**src/rtl/wb_stage_if.sv**
```systemverilog
// MEM-to-WB handshake bundle: MEM stage fields, data-memory read return,
// the upstream stall and the register-file write port.
interface wb_stage_if;
  logic        valid_mem;
  logic        RegWrite_mem;
  logic [1:0]  MemtoReg_mem;
  logic [4:0]  RegWriteAddr_mem;
  logic [31:0] ALUResult_mem;
  logic [31:0] PC8_mem;
  logic        rdata_valid;
  logic [31:0] rdata;
  logic        stall_wb;
  logic        RegWrite_wb;
  logic [4:0]  RegWriteAddr_wb;
  logic [31:0] RegWriteData_wb;

  modport master (
    output valid_mem, RegWrite_mem, MemtoReg_mem, RegWriteAddr_mem,
           ALUResult_mem, PC8_mem, rdata_valid, rdata,
    input  stall_wb, RegWrite_wb, RegWriteAddr_wb, RegWriteData_wb
  );

  modport slave (
    input  valid_mem, RegWrite_mem, MemtoReg_mem, RegWriteAddr_mem,
           ALUResult_mem, PC8_mem, rdata_valid, rdata,
    output stall_wb, RegWrite_wb, RegWriteAddr_wb, RegWriteData_wb
  );
endinterface

```
**src/rtl/wb_stage.sv**
```systemverilog
// MIPS write-back stage: MEM/WB register, write-back source select and a
// bounded stall while a load waits for late data-memory read data.
module wb_stage #(
  parameter int LOAD_TIMEOUT = 15
) (
  input  logic        clk,
  input  logic        reset,
  wb_stage_if.slave   bus,
  output logic [31:0] retired_count,
  output logic        load_err
);

  localparam int CW = $clog2(LOAD_TIMEOUT + 1);
  localparam logic [CW-1:0] TIMEOUT = CW'(LOAD_TIMEOUT);

  typedef enum logic {RUN, WAIT} state_t;

  state_t      state, state_next;
  logic [CW-1:0] cnt, cnt_next;

  logic        wb_valid;
  logic        wb_regwrite;
  logic [1:0]  wb_memtoreg;
  logic [4:0]  wb_addr;
  logic [31:0] wb_alu;
  logic [31:0] wb_pc8;

  logic        is_load;
  logic        stall;
  logic        ready;
  logic        timeout;
  logic [31:0] wdata;

  assign is_load = wb_valid && (wb_memtoreg == 2'b01);

  always_ff @(posedge clk) begin
    if (reset) begin
      state         <= RUN;
      cnt           <= '0;
      wb_valid      <= 1'b0;
      wb_regwrite   <= 1'b0;
      wb_memtoreg   <= 2'b00;
      wb_addr       <= 5'd0;
      wb_alu        <= 32'd0;
      wb_pc8        <= 32'd0;
      retired_count <= 32'd0;
      load_err      <= 1'b0;
    end else begin
      state <= state_next;
      cnt   <= cnt_next;
      if (!stall) begin
        wb_valid    <= bus.valid_mem;
        wb_regwrite <= bus.RegWrite_mem;
        wb_memtoreg <= bus.MemtoReg_mem;
        wb_addr     <= bus.RegWriteAddr_mem;
        wb_alu      <= bus.ALUResult_mem;
        wb_pc8      <= bus.PC8_mem;
      end
      // A timed-out load still retires; it just never writes.
      if (wb_valid && !stall)
        retired_count <= retired_count + 32'd1;
      if (timeout)
        load_err <= 1'b1;
    end
  end

  always_comb begin
    state_next = state;
    cnt_next   = cnt;
    stall      = 1'b0;
    ready      = 1'b1;
    timeout    = 1'b0;
    case (state)
      RUN: begin
        if (is_load && !bus.rdata_valid) begin
          stall      = 1'b1;
          ready      = 1'b0;
          state_next = WAIT;
          cnt_next   = CW'(1);
        end
      end
      WAIT: begin
        // Data arriving on the final permitted cycle beats the timeout.
        if (bus.rdata_valid) begin
          state_next = RUN;
          cnt_next   = '0;
        end else if (cnt == TIMEOUT) begin
          ready      = 1'b0;
          timeout    = 1'b1;
          state_next = RUN;
          cnt_next   = '0;
        end else begin
          stall    = 1'b1;
          ready    = 1'b0;
          cnt_next = cnt + CW'(1);
        end
      end
      default: begin
        state_next = RUN;
        cnt_next   = '0;
      end
    endcase
  end

  always_comb begin
    case (wb_memtoreg)
      2'b01:   wdata = bus.rdata;
      2'b10:   wdata = wb_pc8;
      default: wdata = wb_alu;
    endcase
  end

  // Outputs are forced quiet while reset is held, even mid-wait.
  assign bus.stall_wb        = stall && !reset;
  assign bus.RegWrite_wb     = wb_valid && wb_regwrite && (wb_addr != 5'd0) && ready && !reset;
  assign bus.RegWriteAddr_wb = reset ? 5'd0 : wb_addr;
  assign bus.RegWriteData_wb = reset ? 32'd0 : wdata;

endmodule

```
**src/flat_wrapper.sv**
```systemverilog
// flat-port wrapper written by rule: the top's interface ports become plain ports
module wb_stage_flat 
#(
  parameter int LOAD_TIMEOUT = 15
)
  (clk, reset, retired_count, load_err, bus_valid_mem, bus_RegWrite_mem, bus_MemtoReg_mem, bus_RegWriteAddr_mem, bus_ALUResult_mem, bus_PC8_mem, bus_rdata_valid, bus_rdata, bus_stall_wb, bus_RegWrite_wb, bus_RegWriteAddr_wb, bus_RegWriteData_wb);
  wb_stage_if bus_i ();
  input  logic clk;
  input  logic reset;
  output logic [31:0] retired_count;
  output logic load_err;
  input wire logic [$bits(bus_i.valid_mem)-1:0] bus_valid_mem;
  input wire logic [$bits(bus_i.RegWrite_mem)-1:0] bus_RegWrite_mem;
  input wire logic [$bits(bus_i.MemtoReg_mem)-1:0] bus_MemtoReg_mem;
  input wire logic [$bits(bus_i.RegWriteAddr_mem)-1:0] bus_RegWriteAddr_mem;
  input wire logic [$bits(bus_i.ALUResult_mem)-1:0] bus_ALUResult_mem;
  input wire logic [$bits(bus_i.PC8_mem)-1:0] bus_PC8_mem;
  input wire logic [$bits(bus_i.rdata_valid)-1:0] bus_rdata_valid;
  input wire logic [$bits(bus_i.rdata)-1:0] bus_rdata;
  output wire logic [$bits(bus_i.stall_wb)-1:0] bus_stall_wb;
  output wire logic [$bits(bus_i.RegWrite_wb)-1:0] bus_RegWrite_wb;
  output wire logic [$bits(bus_i.RegWriteAddr_wb)-1:0] bus_RegWriteAddr_wb;
  output wire logic [$bits(bus_i.RegWriteData_wb)-1:0] bus_RegWriteData_wb;
  assign bus_i.valid_mem = bus_valid_mem;
  assign bus_i.RegWrite_mem = bus_RegWrite_mem;
  assign bus_i.MemtoReg_mem = bus_MemtoReg_mem;
  assign bus_i.RegWriteAddr_mem = bus_RegWriteAddr_mem;
  assign bus_i.ALUResult_mem = bus_ALUResult_mem;
  assign bus_i.PC8_mem = bus_PC8_mem;
  assign bus_i.rdata_valid = bus_rdata_valid;
  assign bus_i.rdata = bus_rdata;
  assign bus_stall_wb = bus_i.stall_wb;
  assign bus_RegWrite_wb = bus_i.RegWrite_wb;
  assign bus_RegWriteAddr_wb = bus_i.RegWriteAddr_wb;
  assign bus_RegWriteData_wb = bus_i.RegWriteData_wb;
  wb_stage #(.LOAD_TIMEOUT(LOAD_TIMEOUT)) u_core (.clk(clk), .reset(reset), .bus(bus_i), .retired_count(retired_count), .load_err(load_err));
endmodule
```
**config.mk**
```make
export PLATFORM = sky130hd
export DESIGN_NAME = wb_stage_flat
export DESIGN_NICKNAME = d
export VERILOG_FILES = /design/src/rtl/wb_stage_if.sv /design/src/rtl/wb_stage.sv /design/src/flat_wrapper.sv
export SDC_FILE = /design/constraint.sdc
export NUM_CORES = 1
export LEC_CHECK = 0
export CAP_MARGIN = 20
export CELL_PAD_IN_SITES_DETAIL_PLACEMENT = 0
export CELL_PAD_IN_SITES_GLOBAL_PLACEMENT = 2
export CORE_UTILIZATION = 24
export DETAILED_ROUTE_END_ITERATION = 6
export PLACE_DENSITY_LB_ADDON = 0.15
export SYNTH_ARGS = -nofsm -noshare
export SYNTH_HDL_FRONTEND = slang
export SYNTH_SLANG_ARGS = --single-unit
```
**constraint.sdc**
```tcl
create_clock -name clk -period 3.4 [get_ports clk]
set_clock_uncertainty 0.15 [all_clocks]
set_input_delay 0.68 -clock clk [delete_from_list [all_inputs] [get_ports clk]]
set_output_delay 0.68 -clock clk [all_outputs]
set_load 0.01 [all_outputs]
```
==> results.py, run 1 <==
metrics = {
    "outcome": {
        "outcome": "finished, final reports clean",
    },
    "worst_setup_path": {
        "cp_slowest_cell": "or3b_2",
        "crit_top_cell": "clkdlybuf4s50_1",
        "crit_buf_inv": 2,
        "cp_data_required_time_ps": 2570,
        "max_stage_delay_ps": 510,
        "path_class": "input port to primary output",
        "path_max_fanout": 4,
        "crit_path_end_kind": "primary output",
        "worst_setup_path_start_kind": "input port",
        "critPathTopFamily": "buffers and inverters",
        "cp.arrival_ps": 2340,
        "path_cells": "clkdlybuf4s50_1 > or3b_2 > o211ai_1 > nor4b_1 > clkdlybuf4s50_1",
    },
    "clock_tree": {
        "clockBufferDepth": 2,
        "cts_tree": "built",
        "cts.clk_slew.worst_paths_ps": 70,
        "htree_levels": 3,
        "cts_root_buffer": "clkbuf_16",
        "postCtsSetupBuffers": 0,
        "cts_hold_buf": 0,
        "post_cts_resize_count": 0,
        "cts_buffers": 9,
        "clk_latency_ps": 350,
        "numClockSinks": 111,
    },
    "routing": {
        "drc": 0,
        "wirelength_microns": 16870,
        "drtAntennaViolNets": 0,
        "wl_per_cell_microns": 15.02,
        "vias": 5254,
        "dr.pass1.iters": 4,
        "via_per_inst": 4.679,
        "drt_first_iter_violations": 228,
    },
    "final_layout": {
        "final_common_cell": "clkdlybuf4s50_1",
        "final.fill_count": 2206,
        "n_antenna_cell": 0,
        "syn2layout_area_growth_pct": 47.58,
        "final_net_count": 961,
        "final_cell_mix": "clkdlybuf4s50_1 (178), nand2_1 (160), a21oi_1 (115)",
        "drive_above_1_share_pct": 4.689,
        "final_cells": 1123,
        "stdcell_area_sq_mm": 0.007502,
    },
    "sta": {
        "fmax_mhz": 315.4,
        "tightest_slew_ps": 815.6,
        "slew_headroom_pct": 45.63,
        "final.setup.tns_ps": 0,
        "fin_crit_ps": 3171,
        "rsz0062_at_grt": "false",
        "hold_violations": 0,
        "report.final.slew_viol_count": 0,
        "setup_violations": 0,
        "setup_slack_ps": 229.3,
        "min_period_over_period_pct": 93.26,
    },
    "die": {
        "die_w_microns": 147.5,
        "core_sq_mm": 0.02049,
        "die_h_microns": 147.5,
        "io_pins": 180,
        "initial_core_util_pct": 24.80,
        "die-area_sq_mm": 0.02177,
        "rows": 52,
    },
    "logic_synthesis": {
        "ys_seq_elements": 111,
        "synth.avg_cell_area_sq_um": 7.315,
        "synth-main-ff-cell": "dfxtp_1",
        "synthCells": 695,
        "synth_edf_count": 0,
        "synth_nets": 807,
        "syn-cell-area_sq_mm": 0.005084,
        "yosysSeqAreaShare_pct": 43.71,
        "synth_cell_types": 39,
        "async_reset_ff_share_pct": 0,
        "yosysWarnings": 0,
    },
    "placed_design": {
        "gp_congestion": 0.8325,
        "dp_slack_ps": 239.9,
        "place_area_sq_mm": 0.007189,
        "port-buffer-count": 179,
        "dp_hpwl_microns": 11590,
        "dpl.cell_count": 1108,
    },
    "hold_path": {
        "hold_class": "flip-flop to flip-flop",
    },
    "global_route": {
        "grtUsageTotal_pct": 15.61,
        "overflow": 0,
        "antenna_found_initial": 0,
        "grt_max_degree": 75,
        "grt_pass1_vias": 5046,
        "grt_pass1_wl_microns": 26830,
    },
    "power": {
        "p_sw_uw": 711.3,
        "switching_share_pct": 24.12,
        "internal_power_uw": 2238,
        "p_per_area_mw_per_mm2": 393.2,
        "ir_drop_mv": 0.2318,
        "pwr-share-seq_pct": 46.9,
        "p_clk_share_pct": 38.9,
        "combPwrFrac_pct": 14.2,
        "leakagePower_uw": 0.002718,
    },
    "job": {
        "drv_cap": 0,
    },
}
[stage by stage]
| step | total power [uW] | hold slack [ps] | utilization, % |
|---|---|---|---|
| 2_1_floorplan | 1591 | 281.6 | - |
| 3_3_place_gp | 1834 | 289.9 | 35.08 |
| 3_5_place_dp | 1838 | 296.9 | 35.08 |
| 4_1_cts | 3011 | 307.4 | 36.61 |
| 5_1_grt | 3104 | 320.0 | 36.61 |
| 6_report | 2950 | 306.1 | 36.61 |
[layer usage]
metal / vias to the layer above / GRT usage [%] / routed length, microns / part of all wire, %
met1: 2448 / 20.78 / 8226 / 49
met4: 0 / 5.412 / 227 / 1.3
met3: 14 / 3.210 / 888 / 5.3
met5: - / 0 / 0 / 0
met2: 131 / 24.98 / 7522 / 45
li1: 2661 / - / - / -
[registers in the layout (all words and copies together) (netlist names)]
signal / count
u_core.load_err: 1
u_core.wb_valid: 1
u_core.cnt: 4
u_core.wb_regwrite: 1
u_core.wb_alu: 32
u_core.wb_memtoreg: 2
u_core.wb_pc8: 32
u_core.state: 1
u_core.wb_addr: 5
u_core.retired_count: 32
[synth_stat cells, types with 4 or more instances]
master,count,area share (%)
a21oi_1,115,11
a22oi_1,32,4.7
and3_1,5,0.62
buf_1,6,0.44
clkbuf_1,46,3.4
dfxtp_1,111,44
ha_1,4,0.98
inv_1,6,0.44
nand2_1,160,12
nand3_1,10,0.98
nand4_1,12,1.5
nor2_1,102,7.5
nor2b_1,5,0.62
nor3_1,8,0.79
nor4_1,11,1.4
o21ai_0,5,0.49
or3_1,6,0.74
xnor2_1,21,3.6
xor2_1,4,0.69
[worst paths after layout]
kind,start,to,slack (ps),cells after the start
setup reg to reg,u_core.retired_count[4]$_SDFFE_PP0P_,u_core.retired_count[31]$_SDFFE_PP0P_,840,5
hold reg to reg,u_core.wb_pc8[2]$_SDFFE_PP0N_,u_core.wb_pc8[2]$_SDFFE_PP0N_,310,2
setup / recovery,bus_rdata_valid,bus_RegWrite_wb,230,5
hold / removal,u_core.wb_pc8[2]$_SDFFE_PP0N_,u_core.wb_pc8[2]$_SDFFE_PP0N_,310,2
[power by group through the flow]
stage	combinational [uW]	clock, uW	sequential [uW]
after global routing	462	1250	1390
final	420	1150	1380
after global placement	422	0	1410
after detailed placement	425	0	1410
after CTS	427	1200	1380
after floorplan	186	0	1400
[cells by family (layout without fill, tap and decap cells)]
kind of cell / after synthesis / count (layout) / share of synthesized area, %
buffers and inverters: 59 / 217 / 4.381
adders and majority gates: 4 / 4 / 0.9845
and+or+nand+nor: 334 / 334 / 28.50
DFF: 111 / 111 / 43.71
xor gates and xnor gates: 25 / 25 / 4.307
AOI/OAI and AO/OA: 162 / 162 / 18.11
[final cells by class]
cell class	instances	area, sq um	area share [%]
multi-input cells	525	2665	35.52
clock inverters	4	70.07	0.9340
inverters	6	22.52	0.3002
clock buffers	11	242.7	3.235
repair buffers	196	1942	25.88
flip-flops and latches	111	2222	29.62
well taps	270	337.8	4.503
[worst reg2reg max path, delay by kind of cell (launching register included)]
| family | cells | cell delay [ps] |
|---|---|---|
| AO/OA/AOI/OAI | 1 | 160 |
| flip-flops | 1 | 450 |
| AND/OR/NAND/NOR | 4 | 1730 |
(Power assumes the default switching activity.)
==> inputs of run 2 (changes only) <==
Settings changed: CAP_MARGIN 20 to 25, PLACE_DENSITY set to 0.77, PLACE_DENSITY_LB_ADDON 0.15 to not set.
==> results.py, run 2 (synthesized netlist as in run 1, its figures left out) <==
metrics = {
    "final_layout": {
        "final_common_cell": "clkdlybuf4s50_1",
        "reg_top3": "u_core.retired_count x32, u_core.wb_alu x32, u_core.wb_pc8 x32",
        "drive_above_1_share_pct": 4.455,
        "final_net_count": 961,
        "final_cell_mix": "clkdlybuf4s50_1 (178), nand2_1 (160), a21oi_1 (115)",
        "syn2layout_area_growth_pct": 47.30,
        "stdcell_area_sq_mm": 0.007488,
        "final_util_pct": 36.54,
        "n_antenna_cell": 0,
    },
    "sta": {
        "fmax_mhz": 307.5,
        "report.final.slew_viol_count": 0,
        "setup_violations": 0,
        "rsz0062_at_grt": "false",
        "slew_headroom_pct": 44.81,
        "min_period_over_period_pct": 95.64,
        "fin_crit_ps": 3252,
        "final.setup.tns_ps": 0,
        "hold-worst-slack_ps": 306.1,
        "tightest_slew_ps": 827.8,
        "hold_violations": 0,
    },
    "global_route": {
        "overflow": 0,
        "antenna_found_initial": 0,
        "grtUsageTotal_pct": 16.08,
        "grt_pass1_vias": 4927,
        "grt_pass1_wl_microns": 27480,
        "grt_max_degree": 75,
    },
    "hold_path": {
        "min_path_cells": 2,
        "hold_class": "flip-flop to flip-flop",
    },
    "placed_design": {
        "gp_congestion": 0.7378,
        "place_area_sq_mm": 0.007212,
        "port-buffer-count": 179,
        "dp_hpwl_microns": 12050,
    },
    "clock_tree": {
        "cts_hold_buf": 0,
        "cts_root_buffer": "clkbuf_16",
        "cts.clk_slew.worst_paths_ps": 70,
        "postCtsSetupBuffers": 0,
        "clk_latency_ps": 350,
        "cts_tree": "built",
        "cts_buffers": 9,
        "numClockSinks": 111,
        "post_cts_resize_count": 0,
        "clockBufferDepth": 2,
        "htree_levels": 3,
    },
    "routing": {
        "via_per_inst": 4.637,
        "dr.pass1.iters": 4,
        "vias": 5207,
        "drt_first_iter_violations": 214,
        "wl_per_cell_microns": 15.69,
        "wirelength_microns": 17620,
        "drc": 0,
        "drtAntennaViolNets": 0,
    },
    "job": {
        "drv_cap": 0,
    },
    "die": {
        "die_w_microns": 147.5,
        "die-area_sq_mm": 0.02177,
        "rows": 52,
        "die_h_microns": 147.5,
        "core_sq_mm": 0.02049,
        "initial_core_util_pct": 24.80,
        "io_pins": 180,
    },
    "worst_setup_path": {
        "cp_slowest_cell": "clkdlybuf4s50_1",
        "cp.arrival_ps": 2420,
        "cp_num_cells": 5,
        "crit_path_end_kind": "primary output",
        "cp_data_required_time_ps": 2570,
        "path_cells": "clkdlybuf4s50_1 > or3b_2 > o211ai_1 > nor4b_1 > clkdlybuf4s50_1",
        "crit_top_cell": "clkdlybuf4s50_1",
        "path_class": "input port to primary output",
        "worst_setup_path_start_kind": "input port",
        "crit_buf_inv": 2,
        "reg2reg_depth": 5,
        "max_stage_delay_ps": 640,
        "path_max_fanout": 4,
        "critPathTopFamily": "buffers and inverters",
    },
    "power": {
        "ir_drop_mv": 0.2217,
        "p_per_area_mw_per_mm2": 379.0,
        "leakagePower_uw": 0.002705,
    },
    "outcome": {
        "outcome": "finished, final reports clean",
    },
}
==> run 2: changes by cell type in the layout (fill, tap and decap cells not counted) <==
cell | previous run | this run
clkinvlp_4 | 0 | 1
clkinv_4 | 0 | 1
clkinv_2 | 2 | 0
bufinv_16 | 2 | 0
clkbuf_1 | 1 | 2
ha_1 | 2 | 3
ha_2 | 2 | 1
buf_4 | 16 | 14
clkbuf_8 | 1 | 2
buf_12 | 2 | 4
==> run 2: layer usage <==
metal | wire length, microns | up-vias | track usage (%) | share of wire (%)
li1 | - | 2660 | - | -
met1 | 8915 | 2408 | 22.40 | 51
met2 | 7713 | 128 | 25.17 | 44
met3 | 827 | 11 | 3.241 | 4.7
met4 | 166 | 0 | 4.175 | 0.94
met5 | 0 | - | 0 | 0
==> run 2: where the power goes <==
part	switching [uW]	internal (uW)
clock network	495	537
registers	30.6	1350
logic	196	228
==> run 2: area by class of cell <==
| type | count | area (sq um) |
|---|---|---|
| repair buffers | 196 | 1967 |
| multi-input cells | 525 | 2663 |
| flip-flops and latches | 111 | 2222 |
| well taps | 270 | 337.8 |
| inverters | 6 | 22.52 |
| clock inverters | 2 | 16.27 |
| fillers | 2209 | 13010 |
| clock buffers | 13 | 260.3 |
==> run 2: worst register-to-register path, cell delays in order (launching register included) <==
cell	delay, ps
dfxtp_1	470
nand4_4	180
or4_1	720
or2_4	320
or4_1	460
a21oi_1	140
==> run 2: worst paths after layout <==
kind	from	endpoint	slack [ps]
min reg2reg	u_core.wb_alu[27]$_SDFFE_PP0N_	u_core.wb_alu[27]$_SDFFE_PP0N_	310
max	bus_rdata_valid	bus_RegWrite_wb	150
max reg2reg	u_core.retired_count[3]$_SDFFE_PP0P_	u_core.retired_count[31]$_SDFFE_PP0P_	900
min	u_core.wb_alu[27]$_SDFFE_PP0N_	u_core.wb_alu[27]$_SDFFE_PP0N_	310
==> run 2: per-stage QoR <==
| stage | std cells | power [uW] | setup WS (ps) |
|---|---|---|---|
| final | 1123 | 2838 | 148.4 |
| after global routing | 1123 | 2975 | 17.59 |
| after CTS | 1123 | 2890 | 138.0 |
| after detailed placement | 1108 | 1843 | 149.8 |
| after global placement | 1108 | 1842 | 163.5 |
| after floorplan | 695 | 1591 | 1023 |
==> inputs of run 3 (changes only) <==
Settings changed: CORE_UTILIZATION 24 to 25, CTS_BUF_LIST set to sky130_fd_sc_hd__clkbuf_8, PLACE_DENSITY 0.77 to 0.79.
==> results.py, run 3 (synthesized netlist as in run 1, its figures left out) <==
metrics = {
    "outcome": {
        "outcome": "finished, final reports clean",
    },
    "die": {
        "core_sq_mm": 0.01972,
        "die-area_sq_mm": 0.02091,
        "io_pins": 180,
        "rows": 51,
        "die_w_microns": 144.6,
        "die_h_microns": 144.6,
        "initial_core_util_pct": 25.78,
    },
    "routing": {
        "via_per_inst": 4.761,
        "drc": 0,
        "wl_per_cell_microns": 15.35,
        "dr.pass1.iters": 4,
        "wirelength_microns": 17120,
        "drtAntennaViolNets": 0,
        "drt_first_iter_violations": 230,
        "vias": 5309,
    },
    "power": {
        "combPwrFrac_pct": 16.0,
        "internal_power_uw": 1948,
        "p_clk_share_pct": 32.0,
        "ir_drop_mv": 0.2612,
        "pwr-share-seq_pct": 52.0,
        "leakagePower_uw": 0.002655,
        "p_per_area_mw_per_mm2": 359.8,
        "p_sw_uw": 712.7,
        "switching_share_pct": 26.79,
    },
    "clock_tree": {
        "clk_latency_ps": 380,
        "postCtsSetupBuffers": 0,
        "cts_buffers": 9,
        "cts_hold_buf": 0,
        "cts.clk_slew.worst_paths_ps": 110,
        "clockBufferDepth": 2,
        "cts_root_buffer": "clkbuf_8",
        "htree_levels": 3,
        "cts_tree": "built",
        "post_cts_resize_count": 0,
        "numClockSinks": 111,
    },
    "placed_design": {
        "dpl.cell_count": 1099,
        "port-buffer-count": 179,
        "dp_hpwl_microns": 11450,
        "gp_congestion": 0.7967,
    },
    "worst_setup_path": {
        "crit_path_end_kind": "primary output",
        "worst_setup_path_start_kind": "input port",
        "path_max_fanout": 4,
        "rrSetupSlack_ps": 860,
        "path_class": "input port to primary output",
        "cp.arrival_ps": 2410,
        "cp_data_required_time_ps": 2570,
    },
    "sta": {
        "report.final.slew_viol_count": 0,
        "slew_headroom_pct": 44.09,
        "final.setup.tns_ps": 0,
        "tightest_slew_ps": 838.6,
        "hold_violations": 0,
        "setup_violations": 0,
        "min_period_over_period_pct": 95.24,
        "fmax_mhz": 308.8,
        "rsz0062_at_grt": "false",
        "fin_crit_ps": 3238,
    },
    "global_route": {
        "grt_pass1_vias": 5012,
        "antenna_found_initial": 0,
        "grtUsageTotal_pct": 16.23,
        "overflow": 0,
        "grt_pass1_wl_microns": 26340,
        "grt_max_degree": 75,
    },
    "final_layout": {
        "final_common_cell": "clkdlybuf4s50_1",
        "drive_above_1_share_pct": 4.353,
        "syn2layout_area_growth_pct": 45.46,
        "n_antenna_cell": 0,
        "final_net_count": 957,
        "final_cell_mix": "clkdlybuf4s50_1 (178), nand2_1 (160), a21oi_1 (115)",
        "reg_top3": "u_core.retired_count x32, u_core.wb_alu x32, u_core.wb_pc8 x32",
        "final_cells": 1115,
    },
    "job": {
        "drv_cap": 0,
    },
    "hold_path": {
        "hold_class": "flip-flop to flip-flop",
    },
}
-- run 3: stage by stage --
step           hold slack, ps  setup slack, ps  util (%)  area [sq um]  power, uW
2_1_floorplan           281.6             1023         -          5084       1591
3_3_place_gp            292.4            61.39     36.39          7176       1834
3_5_place_dp            296.0            132.3     36.39          7176       1839
4_1_cts                 312.3            106.5     37.43          7381       2709
5_1_grt                 331.8            11.53     37.50          7395       2793
6_report                309.8            161.9     37.50          7395       2660
-- run 3: final timing paths --
check | startpoint | end | depth (start not counted)
hold reg to reg | u_core.wb_regwrite$_SDFFE_PP0N_ | u_core.wb_regwrite$_SDFFE_PP0N_ | 2
setup / recovery | bus_rdata_valid | bus_RegWrite_wb | 5
setup reg to reg | u_core.retired_count[3]$_SDFFE_PP0P_ | u_core.retired_count[31]$_SDFFE_PP0P_ | 5
hold / removal | u_core.wb_regwrite$_SDFFE_PP0N_ | u_core.wb_regwrite$_SDFFE_PP0N_ | 2
-- run 3: layout make-up --
cell class	instances	area (sq um)
fillers	2035	12320
multi-input cells	525	2673
flip-flops and latches	111	2222
repair buffers	192	1941
well taps	265	331.6
clock buffers	10	137.6
clock inverters	6	67.56
inverters	6	22.52
-- run 3: routing by layer --
metal / GRT usage, % / share of wire, % / vias to the layer above
met1: 20.98 / 48 / 2497
li1: - / - / 2647
met3: 3.278 / 5.4 / 12
met4: 4.432 / 1.1 / 0
met5: 0 / 0 / -
met2: 27.23 / 45 / 153
-- run 3: worst max-delay path: stages --
cell,delay (ps)
clkdlybuf4s50_1,520
or3b_2,160
o211ai_1,100
nor4b_1,320
clkdlybuf4s50_1,630
-- run 3: power groups by stage --
stage	clock network (uW)	logic (uW)	registers (uW)
after floorplan	0	186	1400
after global placement	0	424	1410
after detailed placement	0	427	1410
after CTS	899	429	1380
after global routing	933	470	1390
final	852	426	1380
